**src/rtl/fc_inbuf_pingpong_ctrl_if.sv**
```systemverilog
// Handshake/bus bundle between the pool/flatten writer, the two input-neuron
// banks and the FC control block. Slave = the ping-pong controller.
// FC_INBUF_OVERRUN_CHK_EN adds the err_sticky status bit.
interface fc_inbuf_pingpong_ctrl_if #(
  parameter int DW  = 16,
  parameter int AW  = 8,
  parameter int PCW = 8
);
  logic           wr_valid;
  logic           wr_ready;
  logic [DW-1:0]  wr_data;
  logic [1:0]     bank_wren;
  logic [AW-1:0]  bank_wraddr;
  logic [DW-1:0]  bank_wrdata;
  logic           fc_start;
  logic           fc_bank_sel;
  logic           fc_done;
  logic [1:0]     bank_full;
  logic [PCW-1:0] pass_count;
`ifdef FC_INBUF_OVERRUN_CHK_EN
  logic           err_sticky;

  modport slave (
    input  wr_valid, wr_data, fc_done,
    output wr_ready, bank_wren, bank_wraddr, bank_wrdata,
           fc_start, fc_bank_sel, bank_full, pass_count, err_sticky
  );
  modport master (
    output wr_valid, wr_data, fc_done,
    input  wr_ready, bank_wren, bank_wraddr, bank_wrdata,
           fc_start, fc_bank_sel, bank_full, pass_count, err_sticky
  );
`else
  modport slave (
    input  wr_valid, wr_data, fc_done,
    output wr_ready, bank_wren, bank_wraddr, bank_wrdata,
           fc_start, fc_bank_sel, bank_full, pass_count
  );
  modport master (
    output wr_valid, wr_data, fc_done,
    input  wr_ready, bank_wren, bank_wraddr, bank_wrdata,
           fc_start, fc_bank_sel, bank_full, pass_count
  );
`endif
endinterface

```
**src/rtl/fc_inbuf_pingpong_ctrl.sv**
```systemverilog
// Ping-pong scheduler for the FC input-neuron buffer (two banks).
// Writer fills bank wr_sel while FC control consumes bank rd_sel; a full bank
// triggers a one-cycle fc_start, and fc_done releases it back to the writer.
// Optional: define FC_INBUF_OVERRUN_CHK_EN for the err_sticky overrun/protocol flag.
module fc_inbuf_pingpong_ctrl #(
  parameter int INNEURON               = 256,
  parameter int PI                     = 1,
  parameter int DATA_WIDTH_FC          = 16,
  parameter int FC_INNEURON_ADDR_WIDTH = 8,
  parameter int PASS_CNT_WIDTH         = 8
) (
  input logic                    i_clk,
  input logic                    i_rst_n,
  fc_inbuf_pingpong_ctrl_if.slave io_bus
);
  localparam int AW = FC_INNEURON_ADDR_WIDTH;
  localparam int DW = DATA_WIDTH_FC * PI;
  localparam logic [AW-1:0] LAST_ADDR = AW'(INNEURON / PI - 1);

  typedef enum logic [1:0] {S_IDLE, S_START, S_BUSY, S_RELEASE} state_t;

  state_t              r_state, w_next_state;
  logic                r_wr_sel, r_rd_sel;
  logic [AW-1:0]       r_wr_cnt;
  logic [1:0]          r_bank_full;
  logic [1:0]          r_bank_wren;
  logic [AW-1:0]       r_bank_wraddr;
  logic [DW-1:0]       r_bank_wrdata;
  logic [PASS_CNT_WIDTH-1:0] r_pass_cnt;

  logic       w_wr_ready, w_accept, w_wr_last, w_release;
  logic [1:0] w_set, w_clr;

  // Writer can push whenever its current bank is not holding a vector.
  assign w_wr_ready = !r_bank_full[r_wr_sel];
  assign w_accept   = io_bus.wr_valid && w_wr_ready;
  assign w_wr_last  = w_accept && (r_wr_cnt == LAST_ADDR);
  assign w_release  = (r_state == S_RELEASE);
  // Set and clear always hit different banks: the writer never targets a full bank.
  assign w_set      = w_wr_last ? (r_wr_sel ? 2'b10 : 2'b01) : 2'b00;
  assign w_clr      = w_release ? (r_rd_sel ? 2'b10 : 2'b01) : 2'b00;

  // Write side: one-cycle registered bank write, word counter and bank toggle.
  always_ff @(posedge i_clk or negedge i_rst_n) begin
    if (!i_rst_n) begin
      r_bank_wren   <= '0;
      r_bank_wraddr <= '0;
      r_bank_wrdata <= '0;
      r_wr_cnt      <= '0;
      r_wr_sel      <= 1'b0;
    end else begin
      r_bank_wren <= w_accept ? (r_wr_sel ? 2'b10 : 2'b01) : 2'b00;
      if (w_accept) begin
        r_bank_wraddr <= r_wr_cnt;
        r_bank_wrdata <= io_bus.wr_data;
      end
      if (w_wr_last) begin
        r_wr_cnt <= '0;
        r_wr_sel <= ~r_wr_sel;
      end else if (w_accept) begin
        r_wr_cnt <= r_wr_cnt + 1'b1;
      end
    end
  end

  // Bank ownership flags, read pointer and pass counter.
  always_ff @(posedge i_clk or negedge i_rst_n) begin
    if (!i_rst_n) begin
      r_bank_full <= '0;
      r_rd_sel    <= 1'b0;
      r_pass_cnt  <= '0;
    end else begin
      r_bank_full <= (r_bank_full | w_set) & ~w_clr;
      if (w_release) begin
        r_rd_sel   <= ~r_rd_sel;
        r_pass_cnt <= r_pass_cnt + 1'b1;
      end
    end
  end

  // Read FSM state register.
  always_ff @(posedge i_clk or negedge i_rst_n) begin
    if (!i_rst_n) r_state <= S_IDLE;
    else          r_state <= w_next_state;
  end

  // Read FSM next state; fc_done only matters while BUSY.
  always_comb begin
    w_next_state = r_state;
    case (r_state)
      S_IDLE:    if (r_bank_full[r_rd_sel]) w_next_state = S_START;
      S_START:   w_next_state = S_BUSY;
      S_BUSY:    if (io_bus.fc_done) w_next_state = S_RELEASE;
      S_RELEASE: w_next_state = S_IDLE;
      default:   w_next_state = S_IDLE;
    endcase
  end

`ifdef FC_INBUF_OVERRUN_CHK_EN
  logic [AW-1:0] r_stall_cnt;
  logic          r_err;

  // Sticky error: writer stalled 2^AW consecutive cycles, or stray fc_done.
  always_ff @(posedge i_clk or negedge i_rst_n) begin
    if (!i_rst_n) begin
      r_stall_cnt <= '0;
      r_err       <= 1'b0;
    end else begin
      if (io_bus.wr_valid && !w_wr_ready) begin
        if (&r_stall_cnt) r_err <= 1'b1;
        else              r_stall_cnt <= r_stall_cnt + 1'b1;
      end else begin
        r_stall_cnt <= '0;
      end
      if (io_bus.fc_done && (r_state != S_BUSY)) r_err <= 1'b1;
    end
  end

  assign io_bus.err_sticky = r_err;
`endif

  assign io_bus.wr_ready    = w_wr_ready;
  assign io_bus.bank_wren   = r_bank_wren;
  assign io_bus.bank_wraddr = r_bank_wraddr;
  assign io_bus.bank_wrdata = r_bank_wrdata;
  assign io_bus.fc_start    = (r_state == S_START);
  assign io_bus.fc_bank_sel = r_rd_sel;
  assign io_bus.bank_full   = r_bank_full;
  assign io_bus.pass_count  = r_pass_cnt;
endmodule

```
**src/flat_wrapper.sv**
```systemverilog
// flat-port wrapper written by rule: the top's interface ports become plain ports
module fc_inbuf_pingpong_ctrl_flat 
#(
  parameter int INNEURON               = 256,
  parameter int PI                     = 1,
  parameter int DATA_WIDTH_FC          = 16,
  parameter int FC_INNEURON_ADDR_WIDTH = 8,
  parameter int PASS_CNT_WIDTH         = 8
)
  (i_clk, i_rst_n, io_bus_wr_valid, io_bus_wr_data, io_bus_fc_done, io_bus_wr_ready, io_bus_bank_wren, io_bus_bank_wraddr, io_bus_bank_wrdata, io_bus_fc_start, io_bus_fc_bank_sel, io_bus_bank_full, io_bus_pass_count);
  fc_inbuf_pingpong_ctrl_if #(.DW(16), .AW(8), .PCW(8)) io_bus_i ();
  input logic i_clk;
  input logic i_rst_n;
  input wire logic [$bits(io_bus_i.wr_valid)-1:0] io_bus_wr_valid;
  input wire logic [$bits(io_bus_i.wr_data)-1:0] io_bus_wr_data;
  input wire logic [$bits(io_bus_i.fc_done)-1:0] io_bus_fc_done;
  output wire logic [$bits(io_bus_i.wr_ready)-1:0] io_bus_wr_ready;
  output wire logic [$bits(io_bus_i.bank_wren)-1:0] io_bus_bank_wren;
  output wire logic [$bits(io_bus_i.bank_wraddr)-1:0] io_bus_bank_wraddr;
  output wire logic [$bits(io_bus_i.bank_wrdata)-1:0] io_bus_bank_wrdata;
  output wire logic [$bits(io_bus_i.fc_start)-1:0] io_bus_fc_start;
  output wire logic [$bits(io_bus_i.fc_bank_sel)-1:0] io_bus_fc_bank_sel;
  output wire logic [$bits(io_bus_i.bank_full)-1:0] io_bus_bank_full;
  output wire logic [$bits(io_bus_i.pass_count)-1:0] io_bus_pass_count;
  assign io_bus_i.wr_valid = io_bus_wr_valid;
  assign io_bus_i.wr_data = io_bus_wr_data;
  assign io_bus_i.fc_done = io_bus_fc_done;
  assign io_bus_wr_ready = io_bus_i.wr_ready;
  assign io_bus_bank_wren = io_bus_i.bank_wren;
  assign io_bus_bank_wraddr = io_bus_i.bank_wraddr;
  assign io_bus_bank_wrdata = io_bus_i.bank_wrdata;
  assign io_bus_fc_start = io_bus_i.fc_start;
  assign io_bus_fc_bank_sel = io_bus_i.fc_bank_sel;
  assign io_bus_bank_full = io_bus_i.bank_full;
  assign io_bus_pass_count = io_bus_i.pass_count;
  fc_inbuf_pingpong_ctrl #(.INNEURON(INNEURON), .PI(PI), .DATA_WIDTH_FC(DATA_WIDTH_FC), .FC_INNEURON_ADDR_WIDTH(FC_INNEURON_ADDR_WIDTH), .PASS_CNT_WIDTH(PASS_CNT_WIDTH)) u_core (.i_clk(i_clk), .i_rst_n(i_rst_n), .io_bus(io_bus_i));
endmodule
```
**config.mk**
```make
export PLATFORM = sky130hd
export DESIGN_NAME = fc_inbuf_pingpong_ctrl_flat
export DESIGN_NICKNAME = d
export VERILOG_FILES = /design/src/rtl/fc_inbuf_pingpong_ctrl_if.sv /design/src/rtl/fc_inbuf_pingpong_ctrl.sv /design/src/flat_wrapper.sv
export SDC_FILE = /design/constraint.sdc
export NUM_CORES = 1
export LEC_CHECK = 0
export CAP_MARGIN = 20
export CORE_MARGIN = 2
export CORE_UTILIZATION = 62
export DETAILED_ROUTE_END_ITERATION = 16
export DONT_BUFFER_PORTS = 1
export MAX_ROUTING_LAYER = met4
export PLACE_DENSITY = 0.79
export SLEW_MARGIN = 20
export SYNTH_ARGS = -nofsm -noshare
export SYNTH_HDL_FRONTEND = slang
export SYNTH_SLANG_ARGS = --single-unit
```
**constraint.sdc**
```tcl
create_clock -name i_clk -period 1.8 [get_ports i_clk]
set_input_delay 0.54 -clock i_clk [delete_from_list [all_inputs] [get_ports i_clk]]
set_output_delay 0.54 -clock i_clk [all_outputs]
set_load 0.005 [all_outputs]
```
==> results.toml, run 1 <==
[power_and_ir_drop]
switching_share_pct = 35.3
combinationalPowerShare_pct = 31.0
p_leak_nw = 1.04
share_clk_of_total_power_pct = 14.9
p_sw_mw = 1.22
power.density_cell_area_mw_per_mm2 = 1500
p_int_mw = 2.24
worst_ir_drop_vdd_mv = 0.892
p_seq_share_pct = 54.2
total_power_mw = 3.47

[layout]
number_of_inserted_filler_cells_in_the_final_layout = 237
syn2layout_area_growth_pct = 6.88
fin_nets = 188
final_layout_size_suffix_gt1_share_pct = 30.1
final_core_utilization_pct = 69.3
antenna_cells = 0

[floorplan]
die_y_um = 63.1
die_outline_area_mm2 = 0.00398
boundary_pins = 59
floorplan.die.width_um = 63.1
placementRows = 21
fp.coreArea_mm2 = 0.00334
initial_utilization_pct = 64.9

[sta]
final_critical_path_setup_slack_ns = 0.0415
timing.clock.skew_ns = 0.00809
post-route-period-util_pct = 97.7
max_slew_margin_pct = 78.2
tightest_pin_transition_ns = 0.326
timing.final.max_slew_violations = 0
final.hold.worst_slack_ns = 0.323
finalSetupViolations = 0
finalWorstPathRequiredPeriod_ns = 1.76
tns_ns = 0
clock.fmax_ghz = 0.569
timing.final.hold_violations = 0
unrepaired_setup_endpoints_after_global_routing = "true"

[drt]
dr.pass1.iters = 4
drtAntennaViolNets = 0
first_iter_violations = 43
drt-total-wl_um = 3680
via_count = 1209
drt_drc_violations_left = 0
wl_per_cell_um = 17.6
vias_per_cell = 5.78

[yosys]
yosys.cell_types.count = 34
synth_area_mm2 = 0.00216
async_reset_ff_share_pct = 100
syn-num-nets = 178
synth_area_leader_cell = "dfrtp_1"
synth_top_cell_area_share_pct = 55.5
synthMuxAreaShare_pct = 17.3
synth-xor-area-share_pct = 5.20
synth.ff_latch_count = 48
post_synthesis_compound_gate_area_fraction_pct = 5.78
synthesis.area_per_instance_um2 = 14.2
seq_area_frac_synth_pct = 55.5
synth_ff_type = "dfrtp_1"
synthAdderAreaFrac_pct = 3.47
postSynthCellCount = 152
synth_top_family_by_area = "multiplexers"
synth_edf_count = 0
yosysWarnings = 0
yosys-top-cells-area = "dfrtp_1 55%, mux2_4 13%, mux2_2 3.6%, ha_1 3.5%, xor2_1 2.4%"
synth_simple_gate_area_share_pct = 9.13

[setup_path]
r2r-start = "u_core.r_wr_cnt[0]$_DFFE_PN0P_"
worstSetupPathType = "reg2out"
reg2reg_setup_slack_ns = 0.19
critPathMaxFanout = 4
critical_path.endpoint_type = "primary output"
critPathLaunchType = "register"
worst_r2r_endpoint = "u_core.r_wr_sel$_DFFE_PN0N_"
reg2reg_depth = 4
cp_data_required_time_ns = 1.26
cp.arrival_ns = 1.22

[clock_network]
clock-root-buffer = "clkbuf_4"
h-tree-depth = 2
clock_sinks = 48
max-clock-path-buffers = 2
clock_pin_slew_of_the_registers_on_the_worst_case_setup_and_hold_paths_ns = 0.13
cts_tree = "done"
inserted_clock_buffers = 5
clk-insertion-delay-late_ns = 0.35

[global_routing]
grt_max_degree = 49
global_route.peak_usage_layer = "met2"
grt_util_met1_pct = 27.3
groute.layer.met3.usage_pct = 5.54
grt_util_all_layers_pct = 20.9
grt.met2_usage_pct = 32.4
grt_remaining_overflow = 0
wire_length_of_the_first_global_routing_pass_um = 6310
antenna_violations_before_repair = 0
via_count_of_the_first_global_routing_pass = 1328

[placed_design]
place.port_buffers = 0
place_hpwl_um = 2620
pre_cts_ws_ns = 0.208
finalWeightedCongestion = 0.831

[job]
cap_viol_max_count = 0

[hold_path]
hold_path_end = "u_core.io_bus.bank_wrdata[15]$_DFFE_PN0N_"
cell_count_of_the_worst_hold_path = 1
hold_path.class = "in2reg"
min_from = "io_bus_wr_data[15]"

[status]
run_status = "completed"
## cell usage in the layout, fill, tap and decap left out, types with 5 or more instances in the layout
cell type,instances
buf_4,5
clkbuf_4,5
dfrtp_1,47
ha_1,6
inv_1,5
mux2_2,7
mux2_4,19
nand2_1,7
nand3_1,5
nand4_1,5
o21ai_0,6
xnor2_1,5
xor2_1,6
## timing repair
| item | 4_1_cts | 5_1_grt |
|---|---|---|
| buffers inserted | 2 | 0 |
| hold buffers | 1 | 1 |
| endpoints found under the setup margin | 1 | 1 |
| gates resized for setup | 1 | 0 |
| endpoints found under the hold margin | 48 | 15 |
## worst max-delay path by stage
stage                                      from                                        end  slack (ns)  depth (start not counted)
floorplan           u_core.r_wr_sel$_DFFE_PN0N_             u_core.r_wr_cnt[4]$_DFFE_PN0P_        0.32                          4
global placement    u_core.r_wr_sel$_DFFE_PN0N_   u_core.io_bus.bank_wrdata[7]$_DFFE_PN0N_        0.27                          4
detailed placement  u_core.r_wr_sel$_DFFE_PN0N_  u_core.io_bus.bank_wrdata[11]$_DFFE_PN0N_        0.21                          4
CTS                 u_core.r_wr_sel$_DFFE_PN0N_                            io_bus_wr_ready        0.04                          2
global route        u_core.r_wr_sel$_DFFE_PN0N_                            io_bus_wr_ready      -0.009                          2
finish              u_core.r_wr_sel$_DFFE_PN0N_                            io_bus_wr_ready        0.04                          2
## stage by stage
stage	cell area, um^2	std cells
floorplan	2160	152
global placement	2190	197
detailed placement	2190	197
CTS	2300	208
global route	2310	209
finish	2310	209
## cells by family (layout without fill, tap and decap cells)
| group | Yosys count | count (layout) |
|---|---|---|
| xor gates and xnor gates | 12 | 12 |
| AOI/OAI and AO/OA | 17 | 17 |
| and+or+nand+nor | 32 | 32 |
| muxes | 27 | 27 |
| buffers and inverters | 10 | 21 |
| DFF | 48 | 48 |
| adders and majority gates | 6 | 6 |
## critical path: stages, from the launching register on
cell and delay, ns:
dfrtp_2 0.44, mux2_4 0.34, inv_6 0.09
## power groups by stage
| stage | Sequential (mW) | Clock [mW] | Combinational [mW] |
|---|---|---|---|
| final | 1.88 | 0.515 | 1.07 |
| after global routing | 1.93 | 0.588 | 1.21 |
| after CTS | 1.88 | 0.532 | 1.09 |
| after detailed placement | 1.91 | 0 | 1.02 |
| after global placement | 1.88 | 0 | 0.951 |
| after floorplan | 1.80 | 0 | 0.882 |
## state kept, by name, indices dropped and copies added (netlist names)
name,flops
u_core.r_wr_sel,1
u_core.io_bus.bank_wren,2
u_core.io_bus.fc_bank_sel,1
u_core.io_bus.bank_full,2
u_core.r_wr_cnt,8
u_core.io_bus.bank_wraddr,8
u_core.io_bus.pass_count,8
u_core.r_state,2
u_core.io_bus.bank_wrdata,16
## Yosys cell counts (2+ instances only)
| master | instances |
|---|---|
| xnor2_1 | 5 |
| nand3_1 | 5 |
| nor4_2 | 2 |
| nor2_1 | 3 |
| mux2_2 | 7 |
| nor3_1 | 3 |
| nand2_1 | 7 |
| a2bb2oi_1 | 2 |
| inv_1 | 5 |
| dfrtp_1 | 48 |
| xor2_1 | 6 |
| nand4_1 | 5 |
| nor4_1 | 2 |
| o21ai_0 | 6 |
| o211ai_1 | 4 |
| ha_1 | 6 |
| mux2_4 | 19 |
## layer usage
metal / routed length, um / vias up / part of all wire, %
met2: 1840 / 43 / 50
met3: 245 / 2 / 6.7
met4: 22 / 0 / 0.60
li1: - / 566 / -
met5: 0 / - / 0
met1: 1570 / 598 / 43
## final cells by class
cell class / count / area (um^2) / share of cell area [%]
sequential: 48 / 1200 / 52.0
multi-input combinational: 94 / 885 / 38.2
timing repair buffer: 7 / 75.1 / 3.24
tap: 46 / 57.6 / 2.49
clock buffer: 6 / 51.3 / 2.22
inverter: 6 / 27.5 / 1.19
clock inverter: 2 / 15.0 / 0.649
Note: power is estimated with default switching activity, not from simulation.
==> run 2: changes to the inputs <==
- GPL_ROUTABILITY_DRIVEN: unset -> 0
==> results of run 2 <==
The final DEF is identical to that of run 1; final timing and power are the same.
==> variant 1, RTL diff (flow settings as in run 1) <==
The 4 states of `state_t` get a one-hot encoding in 4 bits.
--- a/src/rtl/fc_inbuf_pingpong_ctrl.sv
+++ b/src/rtl/fc_inbuf_pingpong_ctrl.sv
@@ -18,5 +18,5 @@
   localparam logic [AW-1:0] LAST_ADDR = AW'(INNEURON / PI - 1);
 
-  typedef enum logic [1:0] {S_IDLE, S_START, S_BUSY, S_RELEASE} state_t;
+  typedef enum logic [3:0] {S_IDLE = 4'b0001, S_START = 4'b0010, S_BUSY = 4'b0100, S_RELEASE = 4'b1000} state_t;
 
   state_t              r_state, w_next_state;
Check against the original RTL: same outputs for any inputs over 10 cycles, from zero or initial values and one cycle with i_rst_n low; not proved beyond that.
==> variant 1 against run 1 <==
Global-route usage up 0.051 points. Setup slack gained 0.042 ns. Wire length decreased by 3.9%. Clock skew increased by 0.0044 ns. Design area shrank 2.8%. Synthesized area fell by 5.3%. Highest routed layer unchanged. Critical endpoint is now io_bus_fc_start. Non-clock buffer count grew 1. Sequential cell count rose by 2.
Power is not compared: it rests on default switching activity, and its combinational part moved more than twofold at a synthesized area within 25%.
==> variant 1: results (changes against run 1) <==
GRT
  • Pin count of the biggest net entering global routing: 51 (+4.1%)
  • Gr usage total: 21.0% (+0.051 points)
  • First-pass GRT wire length: 5.39 mm (-15%)
  • Met1 Usage GRT: 22.8% (-4.5 points)

Critical path
  • FF-to-FF path depth: 5 (+1)
  • CP arrival: 1.18 ns (-0.04 ns)
  • R2R setup slack: 0.12 ns (-0.07 ns)
  • CP Launch Point: u_core.r_state[2]
  • Crit-path max FO: 7 (+3)

Detailed routing
  • Starting DRT DRC Count: 58 (+35%)
  • Avg WL per Cell: 17.1 microns (-3.0%)
  • Vias per inst: 5.86 (+1.2%)
  • Met1 wire length: 1.37 mm (-12%)
  • Wire length on met2: 1.83 mm (-0.49%)
  • WL met3: 302 microns (+23%)

Logic synthesis
  • Synth Area in Adders: 1.22% (-2.2 points)
  • Post-Syn Area per Cell: 13.7 sq um (-4.1%)
  • Synth Area in Compound Gates: 2.87% (-2.9 points)
  • Register area share after synthesis: 61.1% (+5.6 points)
  • Post-synthesis xor/xnor area fraction: 5.56% (+0.35 points)
  • Commonest cells post-synth: dfrtp_1 (49), mux2_2 (26), xnor2_1 (11)

Placed design
  • Worst slack, placed: 0.136 ns (-0.0716 ns)
  • Gpl congestion: 0.815 (-1.9%)

Status
  • Status: complete, no violations

Hold path
  • Worst hold endpoint: u_core.r_state[3]

STA
  • Worst-Margin Slew: 0.420 ns (+0.0940 ns)

Power and ir drop
  • Power, Total: 2.24 mW
## variant 1: changes by cell type in the layout (fill, tap and decap cells not counted), moves of 4 or more
cell	run 1	this run
o21ai_0	6	2
mux2_2	7	26
ha_1	6	2
a21oi_1	1	5
xor2_1	6	2
o211ai_1	4	0
xnor2_1	5	11
mux2_4	19	0
and3_1	0	5
## variant 1: cell type report
type / count / area (sq um)
flip-flops and latches: 50 / 1250
clock inverters: 1 / 5.00
inverters: 3 / 11.3
clock buffers: 7 / 55.1
fillers: 237 / 855
well taps: 44 / 55.1
multi-input cells: 94 / 785
repair buffers: 8 / 82.6
## variant 1: cells by family (layout without fill, tap and decap cells)
kind of cell	count (synthesis)	in the layout
buffers and inverters	6	19
adder cells (fa/ha/maj)	2	2
multiplexers	28	28
AO/OA/AOI/OAI	10	10
AND/OR/NAND/NOR	41	41
XOR/XNOR	13	13
flip-flops	50	50
==> variant 2, RTL diff (flow settings as in run 1) <==
Made on the original files. `INNEURON` is set to 256 in 2 places; all go to 128.
--- a/src/rtl/fc_inbuf_pingpong_ctrl.sv
+++ b/src/rtl/fc_inbuf_pingpong_ctrl.sv
@@ -4,5 +4,5 @@
 // Optional: define FC_INBUF_OVERRUN_CHK_EN for the err_sticky overrun/protocol flag.
 module fc_inbuf_pingpong_ctrl #(
-  parameter int INNEURON               = 256,
+  parameter int INNEURON               = 128,
   parameter int PI                     = 1,
   parameter int DATA_WIDTH_FC          = 16,
--- a/src/flat_wrapper.sv
+++ b/src/flat_wrapper.sv
@@ -2,5 +2,5 @@
 module fc_inbuf_pingpong_ctrl_flat 
 #(
-  parameter int INNEURON               = 256,
+  parameter int INNEURON               = 128,
   parameter int PI                     = 1,
   parameter int DATA_WIDTH_FC          = 16,
Formal check against the unedited RTL: same outputs for any inputs over 10 cycles, from zero or initial values and one cycle with i_rst_n low; that may be too few to reach the edited logic, so the function may still have changed.
==> variant 2 against run 1 <==
Synthesized area fell by 0.75%. Sequential cell count did not move. Wire length fell by 0.30%. Combinational power fell by 34%. Design area fell by 0.27%. Power fell by 16%. Sequential power fell by 9%. Clock skew fell by 0.0035 ns. Setup slack improved by 0.0057 ns.
==> variant 2: results (changes against run 1) <==
Layout
  • Signal buffers: 4 (-3)
  • Inverters: 4 (-2)
  • Signal buf overhead: 2.87% (-0.37 points)
  • Fill count: 251 (+5.9%)
  • Final instance area: 2310 sq um (-0.27%)
  • Share of layout cells above drive strength 1: 28.3% (-1.8 points)
  • Layout Cells excl Fill: 205 (-1.9%)
  • Area of the multi-input gates: 902 sq um (+2.0%)
  • Layout clock buffer count: 6 (unchanged)
  • Multi-In Gates: 95 (+1.1%)
  • Layout clock area frac: 2.66% (-0.21 points)
  • Register Area: 1200 sq um (+0.21%)

GRT
  • First-pass GRT wire length: 6.25 mm (-0.87%)
  • Gr usage total: 21.3% (+0.37 points)

Power and ir drop
  • Maximum vdd drop: 0.000739 V (-17%)
  • P_leak: 1.09 nW (+5.2%)
  • PwrDens: 1270 nW/um^2 (-16%)
  • Clk pwr: 506 uW (-2%)
  • Combinational power: 708 uW (-34%)

STA
  • WHS: 0.0130 ns (-0.310 ns)
  • Rel. slew slack: 74.6% (-3.6 points)
  • Clk_skew: 0.00455 ns (-0.00354 ns)
  • Setup ws final: 0.0471 ns (+0.00566 ns)

Critical path
  • Worst reg2reg endpoint: u_core.io_bus.pass_count[7]
  • R2r startpoint: u_core.r_state[0]
  • R2R setup slack: 0.32 ns (+0.13 ns)
  • Crit-path max FO: 11 (+7)

Detailed routing
  • Starting DRT DRC Count: 88 (+100%)
  • Routed via count: 1197 (-0.99%)
  • Routed wire length: 3.67 mm (-0.30%)

Placed design
  • Gpl congestion: 0.736 (-11%)
  • DP Wirelength: 2.47 mm (-5.8%)
  • Area post-placement: 2190 sq um (about the same)
  • Worst slack, placed: 0.223 ns (+0.0145 ns)
  • Placed Cells: 195 (-1.0%)

Logic synthesis
  • Cell variety after synth: 37 (+8.8%)
  • Register area share after synthesis: 55.9% (+0.42 points)
  • Commonest cells post-synth: dfrtp_1 (48), mux2_4 (20), xnor2_1 (7)

Status
  • Status: complete, no violations

Hold path
  • Worst min-delay path class: primary input to async pin
-- variant 2: cell types whose count changed in the layout (fill, tap and decap cells not counted), sizes merged, moves of 3 or more --
cell / run 1 / this run
o211ai: 4 / 0
nand2: 8 / 5
and2: 0 / 3
o21ai: 6 / 2
and3: 0 / 5
nor4: 4 / 0
-- variant 2: kinds of logic after synthesis --
logic type	synth area share [%]
buffers and inverters	2.50
AND/OR/NAND/NOR	10.1
adder cells (fa/ha/maj)	3.49
multiplexers	19.3
XOR/XNOR	4.89
flip-flops	55.9
AO/OA/AOI/OAI	3.84
-- variant 2: repair_timing --
action / in CTS / in global routing
hold buffers: 1 / 0
endpoints found under the setup margin: 1 / 1
resized for setup: 3 / 2
hold endpoints to repair: 48 / 0
pin swaps: 0 / 0
setup buffers: 1 / 0
-- variant 2: per-layer routing --
layer	vias up	global-route usage, %	part of all wire [%]	wire (microns)
met5	-	-	0	0
met4	0	7.50	1.2	45
met3	6	8.65	7.6	279
met2	48	30.5	47	1740
met1	593	27.6	44	1600
li1	550	-	-	-
